$ cat src/rtl/i2c_cfg_pkg.sv
// Shared definitions for the WM8731 configuration sequencer: FSM states,
// codec register map and the default I2C write address.
package i2c_cfg_pkg;

    typedef enum logic [2:0] {
        StLoad,
        StIssue,
        StWaitBusy,
        StWaitDone,
        StGap,
        StDone,
        StError
    } cfg_state_e;

    localparam logic [7:0] DefaultDevAddr = 8'h34;

    // WM8731 register addresses (7-bit)
    localparam logic [6:0] RegLeftLineIn  = 7'h00;
    localparam logic [6:0] RegRightLineIn = 7'h01;
    localparam logic [6:0] RegLeftHp      = 7'h02;
    localparam logic [6:0] RegRightHp     = 7'h03;
    localparam logic [6:0] RegAnalogPath  = 7'h04;
    localparam logic [6:0] RegDigitalPath = 7'h05;
    localparam logic [6:0] RegPowerDown   = 7'h06;
    localparam logic [6:0] RegDigitalIf   = 7'h07;
    localparam logic [6:0] RegSampling    = 7'h08;
    localparam logic [6:0] RegActive      = 7'h09;
    localparam logic [6:0] RegReset       = 7'h0F;

    function automatic logic [15:0] cfg_entry(input logic [6:0] addr, input logic [8:0] val);
        return {addr, val};
    endfunction

endpackage

$ cat src/rtl/i2c_codec_rom.sv
// Combinational WM8731 configuration table: index -> {reg[6:0], val[8:0]}.
module i2c_codec_rom
    import i2c_cfg_pkg::*;
(
    input  logic [3:0]  index_i,
    output logic [15:0] entry_o
);

    always_comb begin
        entry_o = 16'h0000;
        case (index_i)
            4'd0:    entry_o = cfg_entry(RegReset,       9'h000);
            4'd1:    entry_o = cfg_entry(RegLeftLineIn,  9'h097);
            4'd2:    entry_o = cfg_entry(RegRightLineIn, 9'h097);
            4'd3:    entry_o = cfg_entry(RegLeftHp,      9'h079);
            4'd4:    entry_o = cfg_entry(RegRightHp,     9'h079);
            4'd5:    entry_o = cfg_entry(RegAnalogPath,  9'h012);
            4'd6:    entry_o = cfg_entry(RegDigitalPath, 9'h000);
            4'd7:    entry_o = cfg_entry(RegPowerDown,   9'h000);
            4'd8:    entry_o = cfg_entry(RegDigitalIf,   9'h042);
            4'd9:    entry_o = cfg_entry(RegSampling,    9'h000);
            4'd10:   entry_o = cfg_entry(RegActive,      9'h001);
            default: entry_o = 16'h0000;
        endcase
    end

endmodule

$ cat src/rtl/i2c_codec_config.sv
// Walks the codec configuration table, handing one 24-bit word per entry to the
// I2C write serializer, with per-entry timeout/retry and done/error reporting.
module i2c_codec_config
    import i2c_cfg_pkg::*;
#(
    parameter int unsigned NUM_REGS   = 11,
    parameter logic [7:0]  DEV_ADDR   = DefaultDevAddr,
    parameter int unsigned GAP_CYCLES = 16,
    parameter int unsigned TIMEOUT    = 96,
    parameter int unsigned MAX_RETRY  = 3
) (
    input  logic        clk,
    input  logic        reset,
    input  logic        iStart,
    input  logic        iReady,
    output logic        oGO,
    output logic [23:0] oDATA,
    output logic [3:0]  oIndex,
    output logic        oDone,
    output logic        oError
);

    localparam logic [6:0] CntMax      = 7'h7F;
    localparam logic [6:0] TimeoutLast = 7'(TIMEOUT - 1);
    localparam logic [6:0] GapLast     = 7'(GAP_CYCLES - 1);
    localparam logic [3:0] LastIndex   = 4'(NUM_REGS - 1);
    localparam logic [1:0] MaxRetry    = 2'(MAX_RETRY);

    cfg_state_e  state_q, state_d;
    logic [6:0]  cnt_q, cnt_d;
    logic [1:0]  retry_q, retry_d;
    logic [3:0]  index_q, index_d;
    logic [23:0] data_q, data_d;
    logic [15:0] rom_entry;
    logic        timed_out;

    i2c_codec_rom u_rom (
        .index_i (index_q),
        .entry_o (rom_entry)
    );

    always_comb begin
        state_d   = state_q;
        cnt_d     = (cnt_q == CntMax) ? cnt_q : cnt_q + 7'd1;
        retry_d   = retry_q;
        index_d   = index_q;
        data_d    = data_q;
        timed_out = 1'b0;
        oGO       = 1'b0;

        unique case (state_q)
            StLoad: begin
                data_d  = {DEV_ADDR, rom_entry};
                state_d = StIssue;
            end
            StIssue: begin
                oGO     = 1'b1;
                state_d = StWaitBusy;
            end
            // A serializer that is already busy is accepted on the first cycle.
            StWaitBusy: begin
                if (!iReady) begin
                    state_d = StWaitDone;
                end else if (cnt_q >= TimeoutLast) begin
                    timed_out = 1'b1;
                end
            end
            StWaitDone: begin
                if (iReady) begin
                    state_d = StGap;
                end else if (cnt_q >= TimeoutLast) begin
                    timed_out = 1'b1;
                end
            end
            StGap: begin
                if (cnt_q >= GapLast) begin
                    if (index_q == LastIndex) begin
                        state_d = StDone;
                    end else begin
                        index_d = index_q + 4'd1;
                        retry_d = 2'd0;
                        state_d = StLoad;
                    end
                end
            end
            StDone, StError: begin
                if (iStart) begin
                    index_d = 4'd0;
                    retry_d = 2'd0;
                    state_d = StLoad;
                end
            end
            default: state_d = StLoad;
        endcase

        // Re-issue keeps oDATA untouched; the fresh GO restarts the serializer.
        if (timed_out) begin
            if (retry_q < MaxRetry) begin
                retry_d = retry_q + 2'd1;
                state_d = StIssue;
            end else begin
                state_d = StError;
            end
        end

        if (state_d != state_q) begin
            cnt_d = 7'd0;
        end
    end

    always_ff @(posedge clk or negedge reset) begin
        if (!reset) begin
            state_q <= StLoad;
            cnt_q   <= 7'd0;
            retry_q <= 2'd0;
            index_q <= 4'd0;
            data_q  <= 24'h000000;
        end else begin
            state_q <= state_d;
            cnt_q   <= cnt_d;
            retry_q <= retry_d;
            index_q <= index_d;
            data_q  <= data_d;
        end
    end

    assign oDATA  = data_q;
    assign oIndex = index_q;
    assign oDone  = (state_q == StDone);
    assign oError = (state_q == StError);

endmodule
$ cat config.mk
export PLATFORM = sky130hd
export DESIGN_NAME = i2c_codec_config
export DESIGN_NICKNAME = d
export VERILOG_FILES = /design/src/rtl/i2c_cfg_pkg.sv /design/src/rtl/i2c_codec_rom.sv /design/src/rtl/i2c_codec_config.sv
export SDC_FILE = /design/constraint.sdc
export NUM_CORES = 1
export LEC_CHECK = 0
export ABC_CLOCK_PERIOD_IN_PS = 3400
export BUFFER_PORTS_ARGS = -buffer_cell sky130_fd_sc_hd__buf_2
export CAP_MARGIN = 0
export CORE_MARGIN = 8
export CORE_UTILIZATION = 59
export CTS_CLUSTER_SIZE = 28
export DETAILED_ROUTE_END_ITERATION = 6
export GPL_ROUTABILITY_DRIVEN = 0
export PLACE_DENSITY = 0.85
export SLEW_MARGIN = 0
export SYNTH_ARGS = -nofsm -noshare
export SYNTH_HDL_FRONTEND = slang
export SYNTH_SLANG_ARGS = --single-unit
$ cat constraint.sdc
create_clock -name clk -period 3.4 [get_ports clk]
set_input_delay 0.17 -clock clk [delete_from_list [all_inputs] [get_ports clk]]
set_output_delay 0.17 -clock clk [all_outputs]
set_load 0.005 [all_outputs]
After elaboration in Yosys (flattened, before gate mapping)
Memory sizes are Yosys's and may differ from the RTL's. A register that Yosys moved wholly into a read port is not among the register bits.
Cells that the tools add are included.
- flip-flop bits (word level): 33
- memory bits (read-only): 192
- input port bits: 4
- output and inout bits: 31
- word-level logic and storage cells: 55
- memories: 1
- memories (name ; words ; width ; rd ports ; clocked after memory_dff ; write ports ; RTL line ; RTL):
    (no name shown) ; 16 ; 12 ; 1 ; 1 ; 0 ; i2c_codec_rom.sv:11 ; case (index_i)
- add/subtract/negate cells: 3
- order comparisons: 3
- equal/unequal tests: 13
- muxes and demuxes: 25
- reduce and logical (&&, ||, !) cells: 5
- operators with widths (cell ; number):
    3-bit 2-to-1 mux ; 7
    3-bit case mux with 6 select lines ; 1
    7-bit 2-to-1 mux ; 2
    4-bit 2-to-1 mux ; 3
    2-bit 2-to-1 mux ; 5
    3-bit == test, second input constant ; 3
    4-bit case mux with 2 select lines ; 1
    7-bit by 1-bit adder with 7-bit output, second input constant ; 1
    7-bit == test, second input constant ; 1
    7-bit by 4-bit greater-or-equal comparator with 1-bit output, second input constant ; 1
    7-bit greater-or-equal comparator, second input constant ; 1
    3-bit by 2-bit == test with 1-bit output, second input constant ; 2
    2-bit != test, second input constant ; 3
    4-bit by 1-bit adder with 4-bit output, second input constant ; 1
    4-bit == test, second input constant ; 1
    1-bit 2-to-1 mux ; 4
    2-bit case mux with 2 select lines ; 1
    4-bit AND reduction ; 1
    3-bit by 1-bit == test with 1-bit output, second input constant ; 1
    3-bit logical NOT ; 1
    3-bit != test ; 1
    2-bit by 1-bit adder with 2-bit output, second input constant ; 1
    2-bit < comparator, second input constant ; 1
    2-bit by 1-bit != test with 1-bit output, second input constant ; 1
    other kinds (4) ; 4

Depth between registers and ports, before layout
Gate-level depths: netlist of run 1.
- depth in word-level cells: 7
- depth in mapped cells: 7
- mapped depth without buffers: 7

Cells and area by module
From an unflattened synthesis of run 1, not the netlist that was laid out.
- cells, all modules: 208
- area, all modules: 2168.3 um^2
- by module, submodules not included (module ; instances ; cells each ; area an instance (um^2) ; sequential area each (um^2)):
    i2c_codec_config ; 1 ; 168 ; 1866.8 ; 825.8
    i2c_codec_rom ; 1 ; 40 ; 301.5 ; 0.0

Worst setup path before layout of run 1
Ideal clock, no wire load.
- kind: register to register
- from: register index_q[0] (netlist: oIndex[0])
- to: register index_q[0] (netlist: oIndex[0])
- library setup time: 0.125 ns
- data arrival time: 1.840 ns
- required time: 3.275 ns
- path slack: 1.436 ns
- cell stages (with the launch flop): 8
- path buffers: 0
- period minus slack after synthesis: 1.964 ns
- path through: dfrtp_1 -> inv_1 -> ha_1 -> and3b_1 -> a32oi_2 -> nand2_2 -> a211oi_4 -> mux2_2
- word-level cells in the longest chain between the ends: 4
- elaborated cells on any way between the ends: 7
- those cells by class: add/sub: 1; eq/ne: 2; mux: 3; reduce/logical: 1
- RTL lines (item ; RTL line ; RTL):
    start: declaration ; i2c_codec_config.sv:32 ; logic [3:0] index_q, index_d;
    start signal: assignment ; i2c_codec_config.sv:122 ; index_q <= index_d;
    4-bit by 1-bit adder with 4-bit output ; i2c_codec_config.sv:80 ; index_d = index_q + 4'd1;
    4-bit 2-to-1 mux ; i2c_codec_config.sv:77 ; if (index_q == LastIndex) begin
    4-bit 2-to-1 mux ; i2c_codec_config.sv:76 ; if (cnt_q >= GapLast) begin
    4-bit case mux with 2 select lines ; i2c_codec_config.sv:51 ; unique case (state_q)
Parallel ways exist; a longest one is shown, timed or not. The select of a mux whose other input is x is not followed.
A chain may end at the register's enable or synchronous reset.

Worst setup path in the final report of run 1
Same ends and word-level chain as after synthesis.

==> results of run 1 <==
worst max-delay path: cells and delay by family, from the launching register on:
family / cells / cell delay [ns]
simple gates: 2 / 0.37
fa+ha+maj: 1 / 0.19
compound gates: 2 / 0.56
mux: 1 / 0.37
flops: 1 / 0.50
buf+inv: 1 / 0.10
flip-flops by register name, indices dropped and copies added, names as in the netlist:
register and cells:
cnt_q 7, oDATA 11, oIndex 4, retry_q 2
state_q 3
where the power goes:
part	total (uW)	internal (uW)	switching, uW	leakage, uW
registers	606	426	179	0.000341
clock network	133	44.0	88.9	0.0000177
logic	716	326	389	0.000507
total	1450	797	657	0.000866
metrics by stage:
stage               cells  hold slack [ns]
floorplan             196           -0.126
global placement      233            0.204
detailed placement    233            0.209
CTS                   238            0.184
global route          238            0.196
finish                238            0.192
logic make-up after synthesis:
| logic type | Yosys count | synth area share |
|---|---|---|
| and+or+nand+nor | 63 | 0.198 |
| AOI/OAI and AO/OA | 44 | 0.182 |
| buffers and inverters | 31 | 0.104 |
| DFF | 27 | 0.383 |
| muxes | 9 | 0.0532 |
| xor gates and xnor gates | 7 | 0.0348 |
| adders and majority gates | 6 | 0.0426 |
| other | 1 | 0.00213 |
routing by layer:
metal / track usage / up-vias / share of wire / routed length, um
met2: 0.256 / 33 / 0.50 / 1740
met5: 0 / - / 0 / 0
met4: 0.0485 / 0 / 0.017 / 60
met1: 0.157 / 635 / 0.42 / 1460
li1: - / 683 / - / -
met3: 0.0410 / 9 / 0.054 / 188
path summary, 6_finish.rpt:
check,startpoint,end,slack (ns)
setup / recovery,oIndex[0],oIndex[0],1.20
hold / removal,iReady,state_q[2],0.19
setup reg to reg,oIndex[0],oIndex[0],1.20
hold reg to reg,oDATA[11],oDATA[11],0.48
max in group asynchronous,reset,cnt_q[0],2.64
min in group asynchronous,reset,oDATA[7],0.37
cell usage after synthesis, types with 4 or more instances:
| master | instances |
|---|---|
| nor4_1 | 6 |
| ha_1 | 6 |
| nor3_1 | 5 |
| nand2_1 | 17 |
| a21oi_1 | 7 |
| clkbuf_1 | 4 |
| o21ai_0 | 11 |
| o31ai_1 | 4 |
| nand3_1 | 6 |
| dfrtp_1 | 27 |
| xnor2_1 | 4 |
| inv_1 | 10 |
| nor2_1 | 11 |
| buf_4 | 15 |
| mux2i_1 | 6 |
layout make-up:
cell class                      instances  area, um^2
Inverter                               10        37.5
Multi-Input combinational cell        138         935
Fill cell                             262        1100
Clock inverter                          1        5.00
Sequential cell                        27         676
Timing Repair Buffer                   26         135
Tap cell                               33        41.3
Clock buffer                            3        22.5
==> run_results.csv, run 1 <==
group,metric,value,unit
routing,vias,1360,
finish,final_common_cell,"dfrtp_1",
finish,drive_gt1_frac,0.215,
timing,slew_violations,0,
grt,grt_start_max_net_pins,28,
worst_setup_path,crit_fanout,8,
grt,first_global_vias,1356,
clock_network,cts_sinks,27,
die,die_h,70.7,um
clock_network,cts.path.max_buffers,2,
finish,fin_area,0.00185,mm^2
yosys,synth-seq-cells,27,
finish,syn_to_final_growth,5.04,%
routing,totalWireLength,3.45,mm
yosys,synth-async-reset-ratio,1.00,
yosys,synthCells,188,
grt,grt_overflow,0,
flow_run,drv_cap,0,
clock_network,cts_resized,0,
grt,grt_usage,0.143,
yosys,yosys_warnings,0,
worst_setup_path,worst_path_largest_cell_delay,0.50,ns
clock_network,cts_setup_buffers,0,
timing,setup_ws,1.20,ns
timing,setup_viol,0,
yosys,yosys.area.top_type,"dfrtp_1",
place,pre_cts_ws,1.22,ns
power_and_ir_drop,ir_worst_vdd,0.000462,V
run_status,status,"completed",
yosys,synthTopCellsByArea,"dfrtp_1, buf_4, ha_1",
routing,ant_nets,0,
worst_setup_path,critPathLaunchType,"flop",
finish,postLayoutCoreUtil,0.627,
worst_setup_path,r2r_cells,7,
die,core-area,0.00295,mm^2
die,rows,20,
clock_network,h-tree-depth,1,
worst_setup_path,arrival,2.41,ns
die,ios,35,
finish,layout.nets,216,
timing,finClkSkew,0.00706,ns
timing,maxSlewHeadroom,0.469,
clock_network,path_clk_slew,0.14,ns
yosys,synth-edff-count,0,
power_and_ir_drop,p_leak,0.000866,uW
die,die-area,0.00499,mm^2
routing,vias_per_cell,5.71,
worst_setup_path,crit_chain,"inv_1 > ha_1 > and3b_1 > a32oi_2 > nand2_2 > a211oi_4 > mux2_2",
yosys,netlist_area,0.00176,mm^2
routing,wl_per_cell,14.5,um
power_and_ir_drop,power.density,785,mW/mm^2
clock_network,cts-root-buf,"clkbuf_4",
grt,grt_pass1_wl,5.99,mm
routing,drtPass1Iterations,4,
clock_network,numCtsBuffers,3,
routing,remaining_drc_errors,0,
yosys,ys.flop_type,"dfrtp_1",
power_and_ir_drop,finalPower,1450,uW
clock_network,clk_latency,0.32,ns
timing,fin_crit,2.20,ns
place,port-buffer-count,25,
clock_network,postCtsHoldBufs,1,
worst_setup_path,critical_path_class,"flop to flop",
die,die_width,70.7,um
timing,min_period_over_period,0.646,
routing,drt_first_iter_violations,78,
timing,worstMarginPinSlew,0.790,ns
hold_path,holdPathStages,3,
timing,final.setup.tns,0,ns
worst_setup_path,required,3.62,ns
timing,hold_viol_final,0,
place,hpwl,2.69,mm
timing,rsz0062_at_grt,"false",
place,placed_cell_area,0.00181,mm^2
finish,diodes,0,
clock_network,cts_tree,"yes",
timing,max_freq,0.455,GHz
yosys,synth.distinct_cells,49,
die,start_util,0.597,
hold_path,hold_path.class,"input pin to flop",
worst_setup_path,cp-end-kind,"flop",
yosys,syn_area_per_cell,9.38,um^2
finish,final_cell_mix,"dfrtp_1, buf_2, nand2_1",
yosys,yosysSeqAreaShare,0.383,
worst_setup_path,slowest_stage,"dfrtp_1",
grt,antenna_found_initial,0,
yosys,synth_top_area_share,0.383,
Note: power is estimated with default switching activity, not from simulation.
==> run 2: changes to the inputs <==
Settings changed: ABC_CLOCK_PERIOD_IN_PS 3400 to 1800, CORE_UTILIZATION 59 to 49, PLACE_DENSITY 0.85 to 0.75.
Clock period 3.4 ns to 1.8 ns, I/O delays scaled along.
==> run 2 against run 1 <==
The run now ends with setup timing left. Clock skew shrank 0.0029 ns. Sequential share of layout area shrank 7.8 points. Fmax is 14% higher. Clock power is 100% higher. Global-route usage up 0.11 points. Sequential cell count unchanged. Count of clock-buffer cells in the layout increased by 1. Final cell count increased by 24%. Routed wire length is 32% higher. Largest power group unchanged.
==> run_results.csv, run 2 (same netlist as run 1, synthesis figures left out) <==
group,metric,value,unit
run_status,status,"complete, but fails checks",
run_status,violations,"setup timing",
power_and_ir_drop,ir_worst_vdd,0.000523,V
clock_network,path_clk_slew,0.14,ns
grt,grt_pass1_wl,7.11,mm
finish,largest_reg_flops,11,
die,ios,35,
routing,remaining_drc_errors,0,
grt,grt_start_max_net_pins,28,
timing,min_period_over_period,1.07,
timing,worstMarginPinSlew,0.595,ns
finish,postLayoutCoreUtil,0.700,
routing,wl_per_cell,15.5,um
worst_setup_path,crit_fanout,4,
worst_setup_path,cp_num_buf_inv,1,
clock_network,cts_sinks,27,
timing,whs,0.116,ns
finish,final_common_cell,"buf_4",
timing,hold_viol_final,0,
routing,ant_nets,0,
power_and_ir_drop,power.density,1550,mW/mm^2
worst_setup_path,cp-end-kind,"flop",
die,die_width,76.0,um
routing,vias,1594,
worst_setup_path,path_delay_family,"compound AO/OA/AOI/OAI gates",
die,die_h,76.0,um
worst_setup_path,worst_path_largest_cell_delay,0.40,ns
timing,max_freq,0.517,GHz
clock_network,h-tree-depth,1,
timing,fin_crit,1.93,ns
die,core-area,0.00339,mm^2
finish,layout.nets,260,
timing,slew_violations,0,
worst_setup_path,arrival,2.17,ns
die,die-area,0.00577,mm^2
timing,final.setup.tns,-0.902,ns
worst_setup_path,crit_chain,"inv_2 > ha_2 > and3b_2 > a32oi_2 > nand2_2 > a211oi_4 > mux2_4",
clock_network,cts_tree,"yes",
worst_setup_path,critical_path_class,"flop to flop",
routing,drt_first_iter_violations,70,
routing,drtPass1Iterations,4,
timing,setup_ws,-0.134,ns
timing,finClkSkew,0.00420,ns
grt,first_global_vias,1560,
die,start_util,0.520,
worst_setup_path,critPathLaunchType,"flop",
place,port-buffer-count,25,
worst_setup_path,required,2.04,ns
hold_path,hold_path.class,"input pin to flop",
routing,vias_per_cell,5.40,
routing,totalWireLength,4.56,mm
grt,grt_usage,0.144,
grt,antenna_found_initial,0,
worst_setup_path,slowest_stage,"dfrtp_2",
die,rows,21,
timing,maxSlewHeadroom,0.603,
clock_network,numCtsBuffers,3,
finish,drive_gt1_frac,0.422,
flow_run,drv_cap,0,
clock_network,clk_latency,0.33,ns
power_and_ir_drop,p_leak,0.00111,uW
grt,grt_overflow,0,
finish,diodes,0,
finish,final_cell_mix,"buf_4, buf_2, dfrtp_1",
timing,rsz0062_at_grt,"true",
clock_network,cts-root-buf,"clkbuf_4",
place,hpwl,3.06,mm
clock_network,cts.path.max_buffers,2,
timing,setup_viol,13,
finish,syn_to_final_growth,34.6,%
## run 2: changes by cell type in the layout (fill, tap and decap cells not counted), moves of 3 or more
cell | before | now
dfrtp_2 | 0 | 3
dfrtp_1 | 27 | 24
nor4_2 | 0 | 3
buf_4 | 0 | 39
nor4_4 | 0 | 3
nor4_1 | 6 | 0
## run 2: worst paths after layout
| check | start | end | slack (ns) | cells past startpoint |
|---|---|---|---|---|
| hold reg to reg | oDATA[9] | oDATA[9] | 0.49 | 1 |
| setup / recovery | oIndex[0] | oIndex[0] | -0.13 | 7 |
| max in group asynchronous | reset | state_q[1] | 1.09 | 2 |
| min in group asynchronous | reset | oDATA[12] | 0.28 | 2 |
| hold / removal | iStart | state_q[1] | 0.12 | 4 |
| setup reg to reg | oIndex[0] | oIndex[0] | -0.13 | 7 |
## run 2: worst reg2reg max path: cells and delay by family (launching register included)
family	cells	cell delay, ns
AO/OA/AOI/OAI	2	0.52
flip-flops	1	0.40
AND/OR/NAND/NOR	2	0.40
multiplexers	1	0.33
adder cells (fa/ha/maj)	1	0.16
buffers and inverters	1	0.04
## run 2: area by class of cell
class                   instances  area (um^2)
fillers                       266         1020
flip-flops and latches         27          679
well taps                      46         57.6
multi-input cells             138         1080
repair buffers                 70          495
clock buffers                   4         26.3
inverters                      10         37.5
## run 2: through the flow
step,total power (uW),area (um^2),cells,worst slack [ns]
4_1_cts,3250,2150,283,-0.0387
3_3_place_gp,2870,2080,276,-0.0163
5_1_grt,3970,2370,295,-0.194
6_report,3680,2370,295,-0.134
2_1_floorplan,2250,1820,196,-0.0339
3_5_place_dp,2920,2080,276,-0.0731
## run 2: metal layers
layer / vias to the layer above / routed length [um] / track usage
met5: - / 0 / 0
met3: 7 / 218 / 0.0354
li1: 770 / - / -
met1: 778 / 1890 / 0.160
met4: 0 / 80 / 0.0667
met2: 39 / 2370 / 0.251
## run 2: where the power goes
| part | internal (uW) | switching (uW) | total, uW |
|---|---|---|---|
| clock network | 87.2 | 183 | 270 |
| logic | 1180 | 1290 | 2460 |
| registers | 815 | 131 | 946 |
| total | 2080 | 1600 | 3680 |
## run 2: repair_timing
item,in CTS,in global routing
endpoints found under the setup margin,11,13
gates cloned,0,0
setup buffers,2,13
gates resized for setup,4,20
endpoints found under the hold margin,27,0
pin swaps,0,8
hold buffers,1,0
==> run 3: changes to the inputs <==
Settings changed: ABC_AREA set to 1, CORE_UTILIZATION 49 to 48.
==> run 3 against run 2 <==
The flow still finishes with violations (setup timing). First-iteration DRC count is 26% higher. Clock skew is 0.0026 ns higher. Sequential share of layout area is 7.3 points higher. Synthesized area is 9.0% lower. Sequential cell count stayed put. Utilization is 13 points lower. Routed wire length is 23% lower. Global-route usage is 2.3 points lower. Critical path depth is 3 higher. Total power is 21% lower. Critical path type unchanged. Critical endpoint is now cnt_q[5]. Largest cell class unchanged.
==> run_results.csv, run 3 <==
group,metric,value,unit
grt,antenna_found_initial,0,
yosys,netlist_area,0.00160,mm^2
worst_setup_path,cp-end-kind,"flop",
routing,met2_length,1.65,mm
grt,grt_start_max_net_pins,28,
yosys,synth_top_area_share,0.421,
routing,totalWireLength,3.50,mm
yosys,synth.distinct_cells,33,
die,die-area,0.00545,mm^2
worst_setup_path,worstReg2RegEnd,"cnt_q[5]",
yosys,yosys_warnings,0,
yosys,syn_area_per_cell,7.79,um^2
worst_setup_path,crit_fanout,7,
timing,max_freq,0.549,GHz
finish,fin_area,0.00188,mm^2
place,hpwl,2.47,mm
worst_setup_path,critical_path_class,"flop to flop",
power_and_ir_drop,clkPwrFrac,0.094,
power_and_ir_drop,p_sw_frac,0.457,
clock_network,clk_latency,0.32,ns
die,rows,21,
worst_setup_path,required,2.07,ns
power_and_ir_drop,intPower,1580,uW
routing,drtPass1Iterations,4,
yosys,synth-edff-count,0,
routing,met3_length,227,um
yosys,ys.flop_type,"dfrtp_1",
yosys,synth_most_common_cell,"nand2_1",
power_and_ir_drop,power.density,1540,mW/mm^2
routing,vias,1383,
clock_network,cts-root-buf,"clkbuf_4",
grt,first_global_vias,1190,
finish,final_cell_mix,"nand2_1, nor2_1, dfrtp_1",
routing,highest_layer,"met4",
finish,multi_input_area,802,um^2
clock_network,cts_sinks,27,
clock_network,h-tree-depth,1,
die,die_width,73.8,um
yosys,synth-seq-cells,27,
routing,ant_nets,0,
grt,grt_pass1_wl,5.28,mm
timing,slew_violations,0,
worst_setup_path,r2r_cells,10,
yosys,synth-async-reset-ratio,1.00,
timing,min_period_over_period,1.01,
clock_network,numCtsBuffers,3,
timing,worstMarginPinSlew,0.612,ns
hold_path,hp-start,"iStart",
timing,finClkSkew,0.00678,ns
timing,setup_viol,7,
finish,final_cells,283,
routing,wl_met1,1.58,mm
worst_setup_path,critPathLaunchType,"flop",
run_status,violations,"setup timing",
yosys,synthTopCellsByArea,"dfrtp_1, nand2_1, nor2_1",
finish,seqCellArea,677,um^2
worst_setup_path,r2r_setup_slack,-0.02,ns
routing,drt_first_iter_violations,88,
timing,setup_ws,-0.0209,ns
die,core-area,0.00328,mm^2
yosys,yosysSeqAreaShare,0.421,
timing,final.setup.tns,-0.0820,ns
finish,diodes,0,
power_and_ir_drop,power_frac_comb,0.569,
yosys,synth_common_cells,"nand2_1, nor2_1, dfrtp_1",
clock_network,cts_tree,"yes",
clock_network,path_clk_slew,0.15,ns
timing,fin_crit,1.82,ns
place,port-buffer-count,25,
place,dp.cells,274,
run_status,status,"complete, but fails checks",
finish,syn_to_final_growth,17.4,%
worst_setup_path,arrival,2.09,ns
yosys,yosys.area.top_type,"dfrtp_1",
power_and_ir_drop,seq_power_share,0.338,
place,placed_cell_area,0.00174,mm^2
power_and_ir_drop,finalPower,2910,uW
flow_run,drv_cap,0,
routing,wl_per_cell,12.4,um
finish,drive_gt1_frac,0.283,
routing,vias_per_cell,4.89,
power_and_ir_drop,power_switching,1330,uW
timing,maxSlewHeadroom,0.592,
die,die_h,73.8,um
finish,layout.nets,248,
timing,whs,0.0881,ns
hold_path,hold_end,"state_q[2]",
yosys,synthCells,206,
finish,largest_reg_flops,11,
routing,remaining_drc_errors,0,
timing,hold_viol_final,0,
power_and_ir_drop,ir_worst_vdd,0.000524,V
worst_setup_path,r2r-start,"state_q[2]",
die,start_util,0.488,
hold_path,holdPathStages,4,
timing,rsz0062_at_grt,"true",
finish,fillCellCount,290,
power_and_ir_drop,p_leak,0.000974,uW
grt,grt_usage,0.121,
finish,final_common_cell,"nand2_1",
clock_network,cts.path.max_buffers,2,
hold_path,hold_path.class,"input pin to flop",
grt,grt_overflow,0,
die,ios,35,
-- run 3: cell count changes after synthesis, sizes merged, moves of 3 or more --
cell,before,now
a21o,3,0
clkbuf,5,0
inv,10,24
mux2i,6,0
nand2,18,40
nand3,6,18
nor2,11,30
nor3,6,3
nor4,6,1
o31ai,4,1
-- run 3: stage by stage --
stage	setup slack, ns	util
floorplan	0.184	-
global placement	0.0625	0.528
detailed placement	-0.00218	0.528
CTS	0.0213	0.541
global route	-0.0804	0.573
finish	-0.0209	0.573
-- run 3: how the worst max path moves through the flow --
stage	start	end	slack (ns)
floorplan	cnt_q[0]	oIndex[3]	0.18
global placement	cnt_q[1]	oIndex[3]	0.06
detailed placement	cnt_q[1]	oIndex[3]	-0.002
CTS	state_q[0]	oIndex[3]	0.02
global route	state_q[2]	cnt_q[5]	-0.08
finish	state_q[2]	cnt_q[5]	-0.02
-- run 3: what timing repair did --
item,4_1_cts,5_1_grt
resized for setup,1,21
hold buffers,1,0
endpoints found under the hold margin,27,0
pin swaps,0,5
buffers inserted,0,4
setup endpoints to repair,9,13
-- run 3: layer usage --
layer,vias up,global-route usage
met5,-,0
met2,42,0.183
met3,2,0.0218
li1,700,-
met4,0,0.0466
met1,639,0.165
-- run 3: area by class of cell --
class,count,area share
Multi-Input combinational cell,145,0.426
Sequential cell,27,0.359
Timing Repair Buffer,36,0.118
Inverter,25,0.0498
Tap cell,46,0.0306
Clock buffer,3,0.0120
Clock inverter,1,0.00399
-- run 3: logic make-up after synthesis --
logic type                 after synthesis  share of synthesized area
AOI/OAI and AO/OA                       28                     0.0960
xor gates and xnor gates                 3                     0.0164
adders and majority gates                6                     0.0468
buffers and inverters                   42                      0.137
DFF                                     27                      0.421
muxes                                    1                    0.00702
other                                    1                    0.00234
and+or+nand+nor                         98                      0.273
-- run 3: worst max-delay path, cell delays in order (launching register included) --
cell	delay [ns]
dfrtp_1	0.46
inv_2	0.13
nand3_1	0.12
nor3b_4	0.29
nand2_2	0.11
or2_4	0.27
nand2_4	0.07
nand2_1	0.05
nand2_2	0.08
nand2_4	0.08
nor2_1	0.09
-- run 3: power by group through the flow --
stage	clock, uW	combinational [uW]	sequential, uW
6_report	272	1650	982
5_1_grt	302	1870	1010
4_1_cts	277	1490	970
3_5_place_dp	0	1490	984
3_3_place_gp	0	1460	979
2_1_floorplan	0	1040	972
